===== config.mk =====
export PLATFORM = sky130hd
export DESIGN_NAME = structure_scan_controller
export DESIGN_NICKNAME = d
export VERILOG_FILES = /design/src/rtl/structure_scan_controller_pkg.sv /design/src/rtl/structure_scan_controller_trig_sync_edge.sv /design/src/rtl/structure_scan_controller.sv
export SDC_FILE = /design/constraint.sdc
export NUM_CORES = 1
export LEC_CHECK = 0
export CAP_MARGIN = 20
export CORE_MARGIN = 5
export CORE_UTILIZATION = 47
export DETAILED_ROUTE_END_ITERATION = 6
export PLACE_DENSITY_LB_ADDON = 0.2
export SYNTH_ARGS = -nofsm -noshare
export SYNTH_HDL_FRONTEND = slang
export SYNTH_SLANG_ARGS = --single-unit

===== constraint.sdc =====
create_clock -name clk -period 4.9 [get_ports clk]
set_input_delay 1.225 -clock clk [delete_from_list [all_inputs] [get_ports clk]]
set_output_delay 1.225 -clock clk [all_outputs]
set_load 0.005 [all_outputs]

===== src/rtl/structure_scan_controller_pkg.sv =====
// Shared definitions for the structure scan controller: command codes used by
// the SPI command decoder, and the scan FSM state encoding.
package structure_scan_controller_pkg;

  // Command codes carried in cmd_word[15:12]
  localparam logic [3:0] CMD_SEL_START = 4'h0;
  localparam logic [3:0] CMD_SEL_END   = 4'h1;
  localparam logic [3:0] CMD_REPEATS   = 4'h2;
  localparam logic [3:0] CMD_FLAGS     = 4'h3;
  localparam logic [3:0] CMD_MODE      = 4'h4;
  localparam logic [3:0] CMD_PERIOD    = 4'h5;
  localparam logic [3:0] CMD_START     = 4'hA;
  localparam logic [3:0] CMD_ABORT     = 4'hB;

  typedef enum logic [2:0] {
    ST_IDLE,
    ST_LOAD,
    ST_ARM,
    ST_FIRE,
    ST_WAIT,
    ST_NEXT,
    ST_DONE
  } scan_state_t;

  // A programmed repeat count of zero still gives one run per structure
  function automatic logic [11:0] eff_repeats(input logic [11:0] repeats);
    return (repeats == 12'd0) ? 12'd1 : repeats;
  endfunction

endpackage


===== src/rtl/structure_scan_controller_trig_sync_edge.sv =====
// Two-flop synchroniser for the asynchronous trigger input followed by a
// rising-edge detector producing a one-cycle pulse in the clk domain.
module trig_sync_edge (
  input  logic clk,
  input  logic res_n,
  input  logic trig_in,
  output logic trig_pulse
);

  logic sync_meta_reg;
  logic sync_reg;
  logic prev_reg;

  // Synchronise trig_in and keep one extra stage for edge detection
  always_ff @(posedge clk or negedge res_n) begin
    if (!res_n) begin
      sync_meta_reg <= 1'b0;
      sync_reg      <= 1'b0;
      prev_reg      <= 1'b0;
    end else begin
      sync_meta_reg <= trig_in;
      sync_reg      <= sync_meta_reg;
      prev_reg      <= sync_reg;
    end
  end

  assign trig_pulse = sync_reg & ~prev_reg;

endmodule


===== src/rtl/structure_scan_controller.sv =====
// Scan scheduler for the pixel test-structure sequencer: steps SEL over a
// programmed (possibly wrapping) range, firing N sequencer runs per structure,
// each run gated by a trigger (external edge or internal period) and by the
// sequencer ready handshake.
module structure_scan_controller
  import structure_scan_controller_pkg::*;
#(
  parameter int ACK_TIMEOUT  = 15,
  parameter int PERIOD_SHIFT = 4
) (
  input  logic        clk,
  input  logic        res_n,
  input  logic        cmd_valid,
  input  logic [15:0] cmd_word,
  input  logic        trig_in,
  input  logic        seq_ready,
  output logic        seq_run,
  output logic [3:0]  seq_sel,
  output logic        seq_block_reset,
  output logic        seq_block_hold,
  output logic        seq_polarity,
  output logic        busy,
  output logic        done,
  output logic        error,
  output logic [15:0] run_count
);

  localparam int         PCNT_W   = 12 + PERIOD_SHIFT;
  localparam logic [7:0] ACK_LAST = 8'(ACK_TIMEOUT - 1);

  // Configuration registers, writable only while idle
  logic [3:0]  sel_start_reg;
  logic [3:0]  sel_end_reg;
  logic [11:0] repeats_reg;
  logic [2:0]  flags_reg;
  logic        mode_reg;
  logic [11:0] period_reg;

  // Scan state
  scan_state_t       state_reg;
  logic [11:0]       rep_cnt_reg;
  logic [7:0]        ack_cnt_reg;
  logic [PCNT_W-1:0] period_cnt_reg;

  // Registered outputs
  logic        seq_run_reg;
  logic [3:0]  sel_reg;
  logic [2:0]  flags_out_reg;
  logic        busy_reg;
  logic        done_reg;
  logic        error_reg;
  logic [15:0] run_count_reg;

  logic [3:0]        cmd_code;
  logic [11:0]       cmd_data;
  logic              cmd_start;
  logic              cmd_abort;
  logic              trig_pulse;
  logic              trig_event;
  logic [PCNT_W-1:0] period_reload;
  logic [11:0]       rep_last;

  assign cmd_code      = cmd_word[15:12];
  assign cmd_data      = cmd_word[11:0];
  assign cmd_start     = cmd_valid && (cmd_code == CMD_START);
  assign cmd_abort     = cmd_valid && (cmd_code == CMD_ABORT);
  assign period_reload = PCNT_W'(period_reg) << PERIOD_SHIFT;
  assign rep_last      = eff_repeats(repeats_reg) - 12'd1;

  // Internal mode fires when the period counter has run down; external mode
  // uses the synchronised trigger edge. Either is only honoured in ARM.
  assign trig_event = mode_reg ? (period_cnt_reg == '0) : trig_pulse;

  trig_sync_edge u_trig_sync_edge (
    .clk        (clk),
    .res_n      (res_n),
    .trig_in    (trig_in),
    .trig_pulse (trig_pulse)
  );

  // Configuration writes from the command decoder, accepted only when idle
  always_ff @(posedge clk or negedge res_n) begin
    if (!res_n) begin
      sel_start_reg <= 4'd0;
      sel_end_reg   <= 4'd0;
      repeats_reg   <= 12'd1;
      flags_reg     <= 3'd0;
      mode_reg      <= 1'b0;
      period_reg    <= 12'd0;
    end else if (cmd_valid && (state_reg == ST_IDLE)) begin
      case (cmd_code)
        CMD_SEL_START: sel_start_reg <= cmd_data[3:0];
        CMD_SEL_END:   sel_end_reg   <= cmd_data[3:0];
        CMD_REPEATS:   repeats_reg   <= cmd_data;
        CMD_FLAGS:     flags_reg     <= cmd_data[2:0];
        CMD_MODE:      mode_reg      <= cmd_data[0];
        CMD_PERIOD:    period_reg    <= cmd_data;
        default:       ;
      endcase
    end
  end

  // Scan FSM with all sequencer-facing outputs registered
  always_ff @(posedge clk or negedge res_n) begin
    if (!res_n) begin
      state_reg      <= ST_IDLE;
      rep_cnt_reg    <= 12'd0;
      ack_cnt_reg    <= 8'd0;
      period_cnt_reg <= '0;
      seq_run_reg    <= 1'b0;
      sel_reg        <= 4'd0;
      flags_out_reg  <= 3'd0;
      busy_reg       <= 1'b0;
      done_reg       <= 1'b0;
      error_reg      <= 1'b0;
      run_count_reg  <= 16'd0;
    end else begin
      done_reg <= 1'b0;
      if (cmd_abort && (state_reg != ST_IDLE)) begin
        // SEL and flags keep their values; only the run and busy are dropped
        state_reg   <= ST_IDLE;
        seq_run_reg <= 1'b0;
        busy_reg    <= 1'b0;
      end else begin
        case (state_reg)
          ST_IDLE: begin
            if (cmd_start) begin
              state_reg     <= ST_LOAD;
              sel_reg       <= sel_start_reg;
              flags_out_reg <= flags_reg;
              rep_cnt_reg   <= 12'd0;
              run_count_reg <= 16'd0;
              error_reg     <= 1'b0;
              busy_reg      <= 1'b1;
            end
          end
          ST_LOAD: begin
            period_cnt_reg <= period_reload;
            state_reg      <= ST_ARM;
          end
          ST_ARM: begin
            if (trig_event) begin
              if (seq_ready) begin
                state_reg   <= ST_FIRE;
                seq_run_reg <= 1'b1;
                ack_cnt_reg <= 8'd0;
                if (run_count_reg != 16'hFFFF) begin
                  run_count_reg <= run_count_reg + 16'd1;
                end
              end else if (mode_reg) begin
                // Trigger dropped because the sequencer was busy; start a new period
                period_cnt_reg <= period_reload;
              end
            end else if (mode_reg) begin
              period_cnt_reg <= period_cnt_reg - 1'b1;
            end
          end
          ST_FIRE: begin
            if (!seq_ready) begin
              seq_run_reg <= 1'b0;
              state_reg   <= ST_WAIT;
            end else if (ack_cnt_reg == ACK_LAST) begin
              error_reg   <= 1'b1;
              seq_run_reg <= 1'b0;
              state_reg   <= ST_WAIT;
            end else begin
              ack_cnt_reg <= ack_cnt_reg + 8'd1;
            end
          end
          ST_WAIT: begin
            if (seq_ready) begin
              state_reg <= ST_NEXT;
            end
          end
          ST_NEXT: begin
            if (rep_cnt_reg == rep_last) begin
              rep_cnt_reg <= 12'd0;
              if (sel_reg == sel_end_reg) begin
                state_reg <= ST_DONE;
              end else begin
                sel_reg        <= sel_reg + 4'd1;
                period_cnt_reg <= period_reload;
                state_reg      <= ST_ARM;
              end
            end else begin
              rep_cnt_reg    <= rep_cnt_reg + 12'd1;
              period_cnt_reg <= period_reload;
              state_reg      <= ST_ARM;
            end
          end
          ST_DONE: begin
            done_reg  <= 1'b1;
            busy_reg  <= 1'b0;
            state_reg <= ST_IDLE;
          end
          default: state_reg <= ST_IDLE;
        endcase
      end
    end
  end

  assign seq_run         = seq_run_reg;
  assign seq_sel         = sel_reg;
  assign seq_block_reset = flags_out_reg[0];
  assign seq_block_hold  = flags_out_reg[1];
  assign seq_polarity    = flags_out_reg[2];
  assign busy            = busy_reg;
  assign done            = done_reg;
  assign error           = error_reg;
  assign run_count       = run_count_reg;

endmodule


# Word-level counts from Yosys, hierarchy flattened
# Cells that the tools add are included.
classes:
  eq_ne: 34
  n_bitwise: 3
  reduce_logical: 32
  addsub: 6
  muxes: 51
ops:
  columns: ["operator", "count"]
  rows:
  - ["$mux 16", 10]
  - ["$pmux 16 s3", 1]
  - ["$mux 12", 3]
  - ["$mux 8", 4]
  - ["$pmux 16 s2", 1]
  - ["$mux 3", 9]
  - ["$pmux 12 s2", 1]
  - ["$ne 2x2->1 const B", 10]
  - ["$reduce_and 5->1", 4]
  - ["$pmux 3 s6", 1]
  - ["$add 16x1->16 const B", 1]
  - ["$logic_not 16->1", 1]
  - ["$ne 16x16->1 const B", 1]
  - ["$pmux 8 s2", 1]
  - ["$sub 16x1->16 const B", 1]
  - ["$ne 3x3->1 const B", 5]
  - ["$reduce_and 2->1", 7]
  - ["$mux 1", 13]
  - ["$add 12x1->12 const B", 1]
  - ["$eq 12x12->1", 1]
  - ["$logic_not 12->1", 1]
  - ["$mux 4", 3]
  - ["$reduce_and 6->1", 2]
  - ["$reduce_bool 3->1", 4]
  - ["other kinds (24)", 40]
word_totals:
  elab_cells: 146
  input_bits: 21
  register_bits: 105
  output_inout_bits: 27

# Logic depth before layout (Yosys ltp)
# Gate-level depths: netlist (run 1).
logic_depth:
  word_depth: 7
  ltp_mapped: 14
  depth_no_buf: 11

# Hierarchy
# A second synthesis (run 1) with hierarchy kept.
hier_totals:
  hier_cells: 618
  hier_area_um2: 5933.2
by_module_without_submodules:
  columns: ["mod", "instances", "seq_area_each_um2", "area_each_um2", "cells_per_inst"]
  rows:
  - ["structure_scan_controller", 1, 2553.7, 5844.4, 614]
  - ["trig_sync_edge", 1, 75.1, 88.8, 4]

# Worst setup path after synthesis (run 1)
# No wires, ideal clock.
synth_path:
  kind: "register to register"
  startpoint: "register repeats_reg[5]"
  endpoint: "register sel_reg[0] (netlist: seq_sel[0])"
  path_stages_with_launch: 14
  required_ns: 4.774
  setup_time_ns: 0.126
  synth_period_minus_slack_ns: 3.185
  slack_ns: 1.715
  arrival_ns: 3.059
  path_buffers: 2
  cell_sequence: "dfrtp_1 > buf_6 > or4_4 > nor4_4 > nor2_1 > ha_1 > or4b_1 > o21ai_0 > o31a_1 > o31ai_2 > and4_1 > buf_2 > nand2_1 > a311o_1"
synth_between:
  elab_chain_cells: 6
synth_lines:
  columns: ["item", "line", "text"]
  rows:
  - ["start, declared", "structure_scan_controller.sv:34", "logic [11:0] repeats_reg;"]
  - ["start signal, assigned", "structure_scan_controller.sv:94", "CMD_REPEATS: repeats_reg <= cmd_data;"]
  - ["$logic_not 12->1", "structure_scan_controller_pkg.sv:27", "return (repeats == 12'd0) ? 12'd1 : repeats;"]
  - ["$mux 12 *", "structure_scan_controller_pkg.sv:27", null]
  - ["$sub 12x1->12 *", "structure_scan_controller.sv:68", "assign rep_last = eff_repeats(repeats_reg) - 12'd1;"]
  - ["$eq 12x12->1 *", "structure_scan_controller.sv:176", "if (rep_cnt_reg == rep_last) begin"]
  - ["$ne 2x2->1 (no line) *", null, null]
  - ["$reduce_and 5->1 (no line) *", null, null]
  - ["end signal, assigned", "structure_scan_controller.sv:129", "sel_reg <= sel_start_reg;"]
  - ["end signal, assigned", "structure_scan_controller.sv:181", "sel_reg <= sel_reg + 4'd1;"]
  - ["end, declared", "structure_scan_controller.sv:47", "logic [3:0] sel_reg;"]
# Every way passes the cells marked *; elsewhere a longest branch is shown, timed or not.
# A chain may end at the register's enable or synchronous reset.

# Worst setup path in the final report (run 1)
layout_path:
  startpoint: "register repeats_reg[5]"
  endpoint: "register period_cnt_reg[2]"
layout_between:
  elab_chain_cells: 6
  word_cells_on_any_way: 8
  classes_between: "1 x add/sub; 2 x eq/ne; 3 x mux; 2 x reduce/logical"
layout_lines:
  columns: ["item", "line", "text"]
  rows:
  - ["$logic_not 12->1", "structure_scan_controller_pkg.sv:27", null]
  - ["$mux 12 *", "structure_scan_controller_pkg.sv:27", null]
  - ["$sub 12x1->12 *", "structure_scan_controller.sv:68", null]
  - ["$eq 12x12->1 *", "structure_scan_controller.sv:176", null]
  - ["$ne 3x3->1 (no line) / $mux 16 (equally long branches)", null, null]
  - ["$reduce_and 5->1 (no line) / $pmux 16 s3 (equally long branches)", null, null]
  - ["end signal, assigned", "structure_scan_controller.sv:155", "period_cnt_reg <= period_cnt_reg - 1'b1;"]
  - ["end signal, assigned", "structure_scan_controller.sv:182", "period_cnt_reg <= period_reload;"]
  - ["end signal, assigned", "structure_scan_controller.sv:187", "period_cnt_reg <= period_reload;"]
  - ["end, declared", "structure_scan_controller.sv:43", "logic [PCNT_W-1:0] period_cnt_reg;"]
# Marked as above.

==> flow_summary.json, run 1 <==
{
  "outcome": "finished, final reports clean",
  "critical_path_end_type": "flip-flop",
  "worst-setup-path-type": "reg -> reg",
  "critical_path.top_delay_family": "simple AND/OR/NAND/NOR gates",
  "tritoncts": "yes",
  "grt_pass1_wl_um": 22800,
  "synthCells": 605,
  "largest_net_degree_at_the_start_of_global_routing": 79,
  "ios": 48,
  "slew_viol_final": 0,
  "worst_path_max_delay_cell": "sky130_fd_sc_hd__or4_4",
  "avgSynthCellArea_um2": 9.67,
  "vias_in_the_first_global_route": 4581,
  "buffers_inverters_on_critical_path": 0,
  "route.detailed.wl_per_inst_um": 16.5,
  "fin_crit_ps": 3640,
  "htree_num_levels": 3,
  "max_cap_viol_count": 0,
  "gpl.final_weighted_congestion": 0.831,
  "worst_slew_pin_slew_ps": 1010,
  "total_power_mw": 3.46,
  "antenna_found_initial": 0,
  "critPathArrivalTime_ps": 3890,
  "layout.core_utilization": 0.559,
  "detailedRoute.firstPassIterationCount": 5,
  "placement_rows": 40,
  "timing.fmax_mhz": 274,
  "core-area_um2": 12100,
  "dp_hpwl_um": 9660,
  "final_nets": 670,
  "skew_ps": 10.8,
  "cts_inserted_buffers": 9,
  "drc": 0,
  "data_required_time_at_the_worst_endpoint_ps": 5140,
  "ctsLongestPathBuffers": 2,
  "worst-path-max-fanout": 17,
  "mappedNetlistArea_um2": 5850,
  "cellLeakagePower_nw": 2.81,
  "hp-class": "reg -> reg",
  "clock_sink_count": 105,
  "via_per_inst": 5.83,
  "ys_types": 66,
  "worstSetupStartpointType": "flip-flop",
  "synth-edff-count": 0,
  "gr-usage-all-layers": 0.190,
  "total_die_area_um2": 14800,
  "critical-path-max-stage-delay_ps": 610,
  "reg2reg_setup_slack_ps": 1260,
  "overflow": 0,
  "synth.ff_latch_count": 105,
  "synthFlopType": "sky130_fd_sc_hd__dfrtp_1",
  "ir_drop_uv": 247,
  "final_hold_viol_count": 0,
  "yosysSeqAreaShare": 0.450,
  "setup_viol": 0,
  "count_of_cells_resized_by_post_cts_repair": 0,
  "synth_async_sr_flop_share": 1.00,
  "floorplan.initialDensity": 0.483,
  "diodes_inserted": 0,
  "cts_root_buffer": "sky130_fd_sc_hd__clkbuf_16",
  "die_x_um": 122,
  "port-buffer-count": 47,
  "synthesis.nets": 634,
  "period_share": 0.744,
  "cts.reportedPaths.clkPinSlew_ps": 70,
  "post_cts_buffers": 0,
  "area_growth_syn_to_layout_pct": 15.7,
  "grt_setup_unrepaired": "no",
  "synthesis.yosys.warnings": 0,
  "route.final.wire_length_um": 13400,
  "worstSkewPairLatency_ps": 350,
  "vias": 4747,
  "timing.slew.headroom": 0.328,
  "finalHoldWorstSlack_ps": 352,
  "setup-tns-final_ps": 0,
  "post_cts_hold_buffer_count": 0,
  "number_of_antenna_violating_nets_in_the_routed_design": 0,
  "die-height_um": 122,
  "drt_first_iter_violations": 252,
  "worstPathCellList": "or4_4, nor4_4, nor2_1, ha_1, or4b_1, o21ai_0, o31a_1, o31ai_2, nand4_4, and2_4, a22o_1",
  "drive_above_1_share": 0.119,
  "p_per_area_nw_per_um2": 512
}
## per-layer routing
metal	track usage	wire, um
met5	0	0
met4	0.0644	184
met3	0.0381	667
met2	0.304	6430
met1	0.260	6120
## final timing paths
kind | from | endpoint | cells past startpoint
max | repeats_reg[5]$_DFFE_PN0P_ | period_cnt_reg[2]$_DFFE_PN0P_ | 11
min | u_trig_sync_edge.sync_meta_reg$_DFF_PN0_ | u_trig_sync_edge.sync_reg$_DFF_PN0_ | 0
max reg2reg | repeats_reg[5]$_DFFE_PN0P_ | period_cnt_reg[2]$_DFFE_PN0P_ | 11
min reg2reg | u_trig_sync_edge.sync_meta_reg$_DFF_PN0_ | u_trig_sync_edge.sync_reg$_DFF_PN0_ | 0
max in group asynchronous | res_n | flags_out_reg[1]$_DFFE_PN0P_ | 3
min in group asynchronous | res_n | ack_cnt_reg[4]$_DFFE_PN0P_ | 1
## where the power goes
part | leakage (nW) | internal, mW | switching [mW]
Combinational | 1.28 | 0.602 | 0.726
Clock | 0.149 | 0.424 | 0.314
Sequential | 1.37 | 1.12 | 0.279
Total | 2.81 | 2.14 | 1.32
## Yosys cell counts, drive strengths merged (4+ instances only)
| cell type | n | area [um^2] |
|---|---|---|
| xor2 | 16 | 140 |
| buf | 11 | 78.8 |
| and4 | 6 | 52.6 |
| a21oi | 35 | 175 |
| ha | 8 | 100 |
| nand2b | 9 | 56.3 |
| or4 | 6 | 48.8 |
| nor4b | 4 | 41.3 |
| or3 | 7 | 43.8 |
| nand3 | 32 | 160 |
| and3 | 13 | 81.3 |
| and2 | 4 | 27.5 |
| nor2 | 51 | 191 |
| a211oi | 9 | 67.6 |
| nor2b | 8 | 50.1 |
| a21o | 5 | 37.5 |
| nand4 | 16 | 115 |
| xnor2 | 21 | 184 |
| mux2 | 40 | 450 |
| o21ai | 30 | 150 |
| nor4 | 9 | 71.3 |
| o22ai | 6 | 37.5 |
| dfrtp | 104 | 2600 |
| clkbuf | 18 | 67.6 |
| inv | 17 | 63.8 |
| o211ai | 6 | 45.0 |
| nand2 | 41 | 154 |
| a31oi | 14 | 87.6 |
| nor3 | 17 | 90.1 |
| o21a | 5 | 37.5 |
## layout make-up
cell class / count / area, um^2
clock buffers: 12 / 256
repair buffers: 54 / 541
clock inverters: 4 / 51.3
inverters: 17 / 63.8
fillers: 1111 / 5350
well taps: 168 / 210
flip-flops and latches: 105 / 2630
multi-input cells: 454 / 3010
## through the flow
step                instance area, um^2  cells  setup slack, ps
floorplan                          5850    605             1710
global placement                   6430    797             1130
detailed placement                 6430    797             1100
CTS                                6740    813             1280
global route                       6770    814             1020
finish                             6770    814             1260
## cell usage in the layout (no fill, tap or decap), types with 7 or more instances in the layout
cell type / netlist / final
sky130_fd_sc_hd__a211oi_1: 9 / 9
sky130_fd_sc_hd__a21oi_1: 35 / 35
sky130_fd_sc_hd__a31oi_1: 14 / 14
sky130_fd_sc_hd__and3_1: 13 / 13
sky130_fd_sc_hd__buf_4: 1 / 7
sky130_fd_sc_hd__clkbuf_16: 0 / 9
sky130_fd_sc_hd__clkdlybuf4s50_1: 0 / 46
sky130_fd_sc_hd__dfrtp_1: 104 / 104
sky130_fd_sc_hd__ha_1: 8 / 8
sky130_fd_sc_hd__inv_1: 17 / 17
sky130_fd_sc_hd__mux2_2: 40 / 40
sky130_fd_sc_hd__nand2_1: 41 / 41
sky130_fd_sc_hd__nand2b_1: 9 / 9
sky130_fd_sc_hd__nand3_1: 32 / 32
sky130_fd_sc_hd__nand4_1: 15 / 15
sky130_fd_sc_hd__nor2_1: 51 / 51
sky130_fd_sc_hd__nor2b_1: 8 / 8
sky130_fd_sc_hd__nor3_1: 16 / 15
sky130_fd_sc_hd__nor4_1: 8 / 8
sky130_fd_sc_hd__o21ai_0: 25 / 25
sky130_fd_sc_hd__or3_1: 7 / 7
sky130_fd_sc_hd__xnor2_1: 21 / 21
sky130_fd_sc_hd__xor2_1: 16 / 16
## kinds of logic after synthesis
kind of cell	share of synthesized area
AO/OA/AOI/OAI	0.143
XOR/XNOR	0.0554
multiplexers	0.0804
buffers and inverters	0.0359
adder cells (fa/ha/maj)	0.0171
flip-flops	0.450
AND/OR/NAND/NOR	0.219
Note: power is estimated with default switching activity, not from simulation.
==> run 2, diff against run 1 <==
==> constraint.sdc (replaced) <==
create_clock -name clk -period 3.5 [get_ports clk]
set_input_delay 0.875 -clock clk [delete_from_list [all_inputs] [get_ports clk]]
set_output_delay 0.875 -clock clk [all_outputs]
set_load 0.005 [all_outputs]
==> flow_summary.json, run 2 (same netlist as run 1, synthesis figures left out) <==
{
  "placed_cell_area_um2": 6530,
  "slew_viol_final": 0,
  "reg2regPathDepth": 11,
  "layout_commonest_cell": "sky130_fd_sc_hd__dfrtp_1",
  "post-route-worst-setup-slack_ps": 148,
  "critical-path-max-stage-delay_ps": 580,
  "worst-setup-path-type": "reg -> reg",
  "r2r-end": "seq_sel[0]$_DFFE_PN0P_",
  "clock_power_share": 0.209,
  "period_share": 0.958,
  "timing.fmax_mhz": 298,
  "floorplan.initialDensity": 0.483,
  "skew_ps": 7.63,
  "internal_power_mw": 3.04,
  "crit-reg2reg-launch": "repeats_reg[0]$_DFFE_PN1P_",
  "core-area_um2": 12100,
  "post_cts_buffers": 0,
  "worstSkewPairLatency_ps": 340,
  "cts.reportedPaths.clkPinSlew_ps": 70,
  "drc": 0,
  "gr-usage-all-layers": 0.194,
  "ios": 48,
  "dp_hpwl_um": 10000,
  "detailedRoute.firstPassIterationCount": 6,
  "cellLeakagePower_nw": 2.87,
  "data_required_time_at_the_worst_endpoint_ps": 3730,
  "fin_crit_ps": 3350,
  "post_cts_hold_buffer_count": 0,
  "reg2reg_setup_slack_ps": 150,
  "worstSetupStartpointType": "flip-flop",
  "antenna_found_initial": 0,
  "critPathArrivalTime_ps": 3580,
  "htree_num_levels": 3,
  "cts_root_buffer": "sky130_fd_sc_hd__clkbuf_16",
  "netSwitchingFraction": 0.384,
  "number_of_standard_cells_in_the_final_layout_excluding_fillers": 823,
  "hp-class": "reg -> reg",
  "p_per_area_nw_per_um2": 719,
  "fill_cells": 1062,
  "route.detailed.wl_per_inst_um": 17.1,
  "outcome": "finished, final reports clean",
  "route.final.wire_length_um": 14100,
  "critPathCapture": "seq_sel[0]$_DFFE_PN0P_",
  "port-buffer-count": 47,
  "final_hold_viol_count": 0,
  "ctsLongestPathBuffers": 2,
  "buffers_inverters_on_critical_path": 0,
  "worst_setup_path_startpoint": "repeats_reg[0]$_DFFE_PN1P_",
  "final_design_area_no_fill_um2": 6860,
  "timing.slew.headroom": 0.536,
  "drt_first_iter_violations": 410,
  "die-height_um": 122,
  "layout.core_utilization": 0.567,
  "combinationalPowerShare": 0.401,
  "drive_above_1_share": 0.142,
  "clock_sink_count": 105,
  "setup_viol": 0,
  "seq_power_share": 0.391,
  "overflow": 0,
  "diodes_inserted": 0,
  "largest_net_degree_at_the_start_of_global_routing": 59,
  "worst_slew_pin_slew_ps": 690,
  "max_cap_viol_count": 0,
  "count_of_cells_resized_by_post_cts_repair": 0,
  "tritoncts": "yes",
  "worstPathCellList": "or2_2, nor4_4, nor2_1, ha_1, or4b_4, or3_1, a32oi_2, o31ai_4, and4_2, and3_1, a311o_1",
  "worst_path_max_delay_cell": "sky130_fd_sc_hd__dfstp_2",
  "critical_path.top_delay_family": "simple AND/OR/NAND/NOR gates",
  "timing.critical_path.depth": 11,
  "placement_rows": 40,
  "cts_inserted_buffers": 9,
  "most_used_cells_in_the_layout_excluding_fill_and_tap_cells": "sky130_fd_sc_hd__dfrtp_1 (104), sky130_fd_sc_hd__nor2_1 (51), sky130_fd_sc_hd__clkdlybuf4s50_1 (46), sky130_fd_sc_hd__nand2_1 (40), sky130_fd_sc_hd__mux2_2 (40)",
  "placed_cells": 808,
  "vias": 4804,
  "setup-tns-final_ps": 0,
  "via_per_inst": 5.84,
  "area_growth_syn_to_layout_pct": 17.4,
  "worst-path-max-fanout": 7,
  "vias_in_the_first_global_route": 4679,
  "dp_slack_ps": 109,
  "grt_setup_unrepaired": "no",
  "die_x_um": 122,
  "grt_pass1_wl_um": 23200,
  "gpl.final_weighted_congestion": 0.863,
  "switchingPower_mw": 1.89,
  "ir_drop_uv": 450,
  "total_die_area_um2": 14800,
  "final_nets": 680,
  "number_of_antenna_violating_nets_in_the_routed_design": 0,
  "critical_path_end_type": "flip-flop"
}
==> run 2: changes by cell type in the layout (fill, tap and decap cells not counted), sizes merged <==
cell      delta
inv          +2
buf         +10
clkinvlp     -1
clkbuf       -2
==> run 2: cell type report <==
| class | instances | area, um^2 | share of cell area |
|---|---|---|---|
| clock buffer | 10 | 239 | 0.0348 |
| clock inverter | 5 | 63.8 | 0.00930 |
| inverter | 17 | 63.8 | 0.00930 |
| multi-input combinational | 454 | 3050 | 0.444 |
| sequential | 105 | 2630 | 0.383 |
| tap | 168 | 210 | 0.0306 |
| timing repair buffer | 64 | 608 | 0.0886 |
==> run 2: power groups by stage <==
| stage | Sequential (mW) | Clock [mW] | Combinational, mW |
|---|---|---|---|
| finish | 1.93 | 1.03 | 1.98 |
| global route | 1.98 | 1.10 | 2.20 |
| CTS | 1.92 | 1.06 | 1.94 |
| detailed placement | 1.94 | 0 | 1.93 |
| global placement | 1.91 | 0 | 1.88 |
| floorplan | 1.83 | 0 | 1.44 |
==> run 2: worst min-delay path by stage <==
| stage | from | to | slack [ps] | cells after the start |
|---|---|---|---|---|
| final | u_trig_sync_edge.sync_meta_reg$_DFF_PN0_ | u_trig_sync_edge.sync_reg$_DFF_PN0_ | 360 | 0 |
| after global routing | u_trig_sync_edge.sync_meta_reg$_DFF_PN0_ | u_trig_sync_edge.sync_reg$_DFF_PN0_ | 370 | 0 |
| after CTS | u_trig_sync_edge.sync_meta_reg$_DFF_PN0_ | u_trig_sync_edge.sync_reg$_DFF_PN0_ | 370 | 0 |
| after detailed placement | u_trig_sync_edge.sync_meta_reg$_DFF_PN0_ | u_trig_sync_edge.sync_reg$_DFF_PN0_ | 340 | 0 |
| after global placement | u_trig_sync_edge.sync_meta_reg$_DFF_PN0_ | u_trig_sync_edge.sync_reg$_DFF_PN0_ | 350 | 0 |
| after floorplan | u_trig_sync_edge.sync_meta_reg$_DFF_PN0_ | u_trig_sync_edge.sync_reg$_DFF_PN0_ | 330 | 0 |
==> run 2: metal layers <==
metal,global-route usage,wire (um)
met1,0.264,6470
met2,0.317,6800
met3,0.0371,645
met4,0.0567,136
met5,0,0
==> run 2: metrics by stage <==
stage | hold slack (ps) | power, mW
global placement | 349 | 3.79
CTS | 366 | 4.92
global route | 372 | 5.28
finish | 363 | 4.93
floorplan | 331 | 3.27
detailed placement | 341 | 3.87
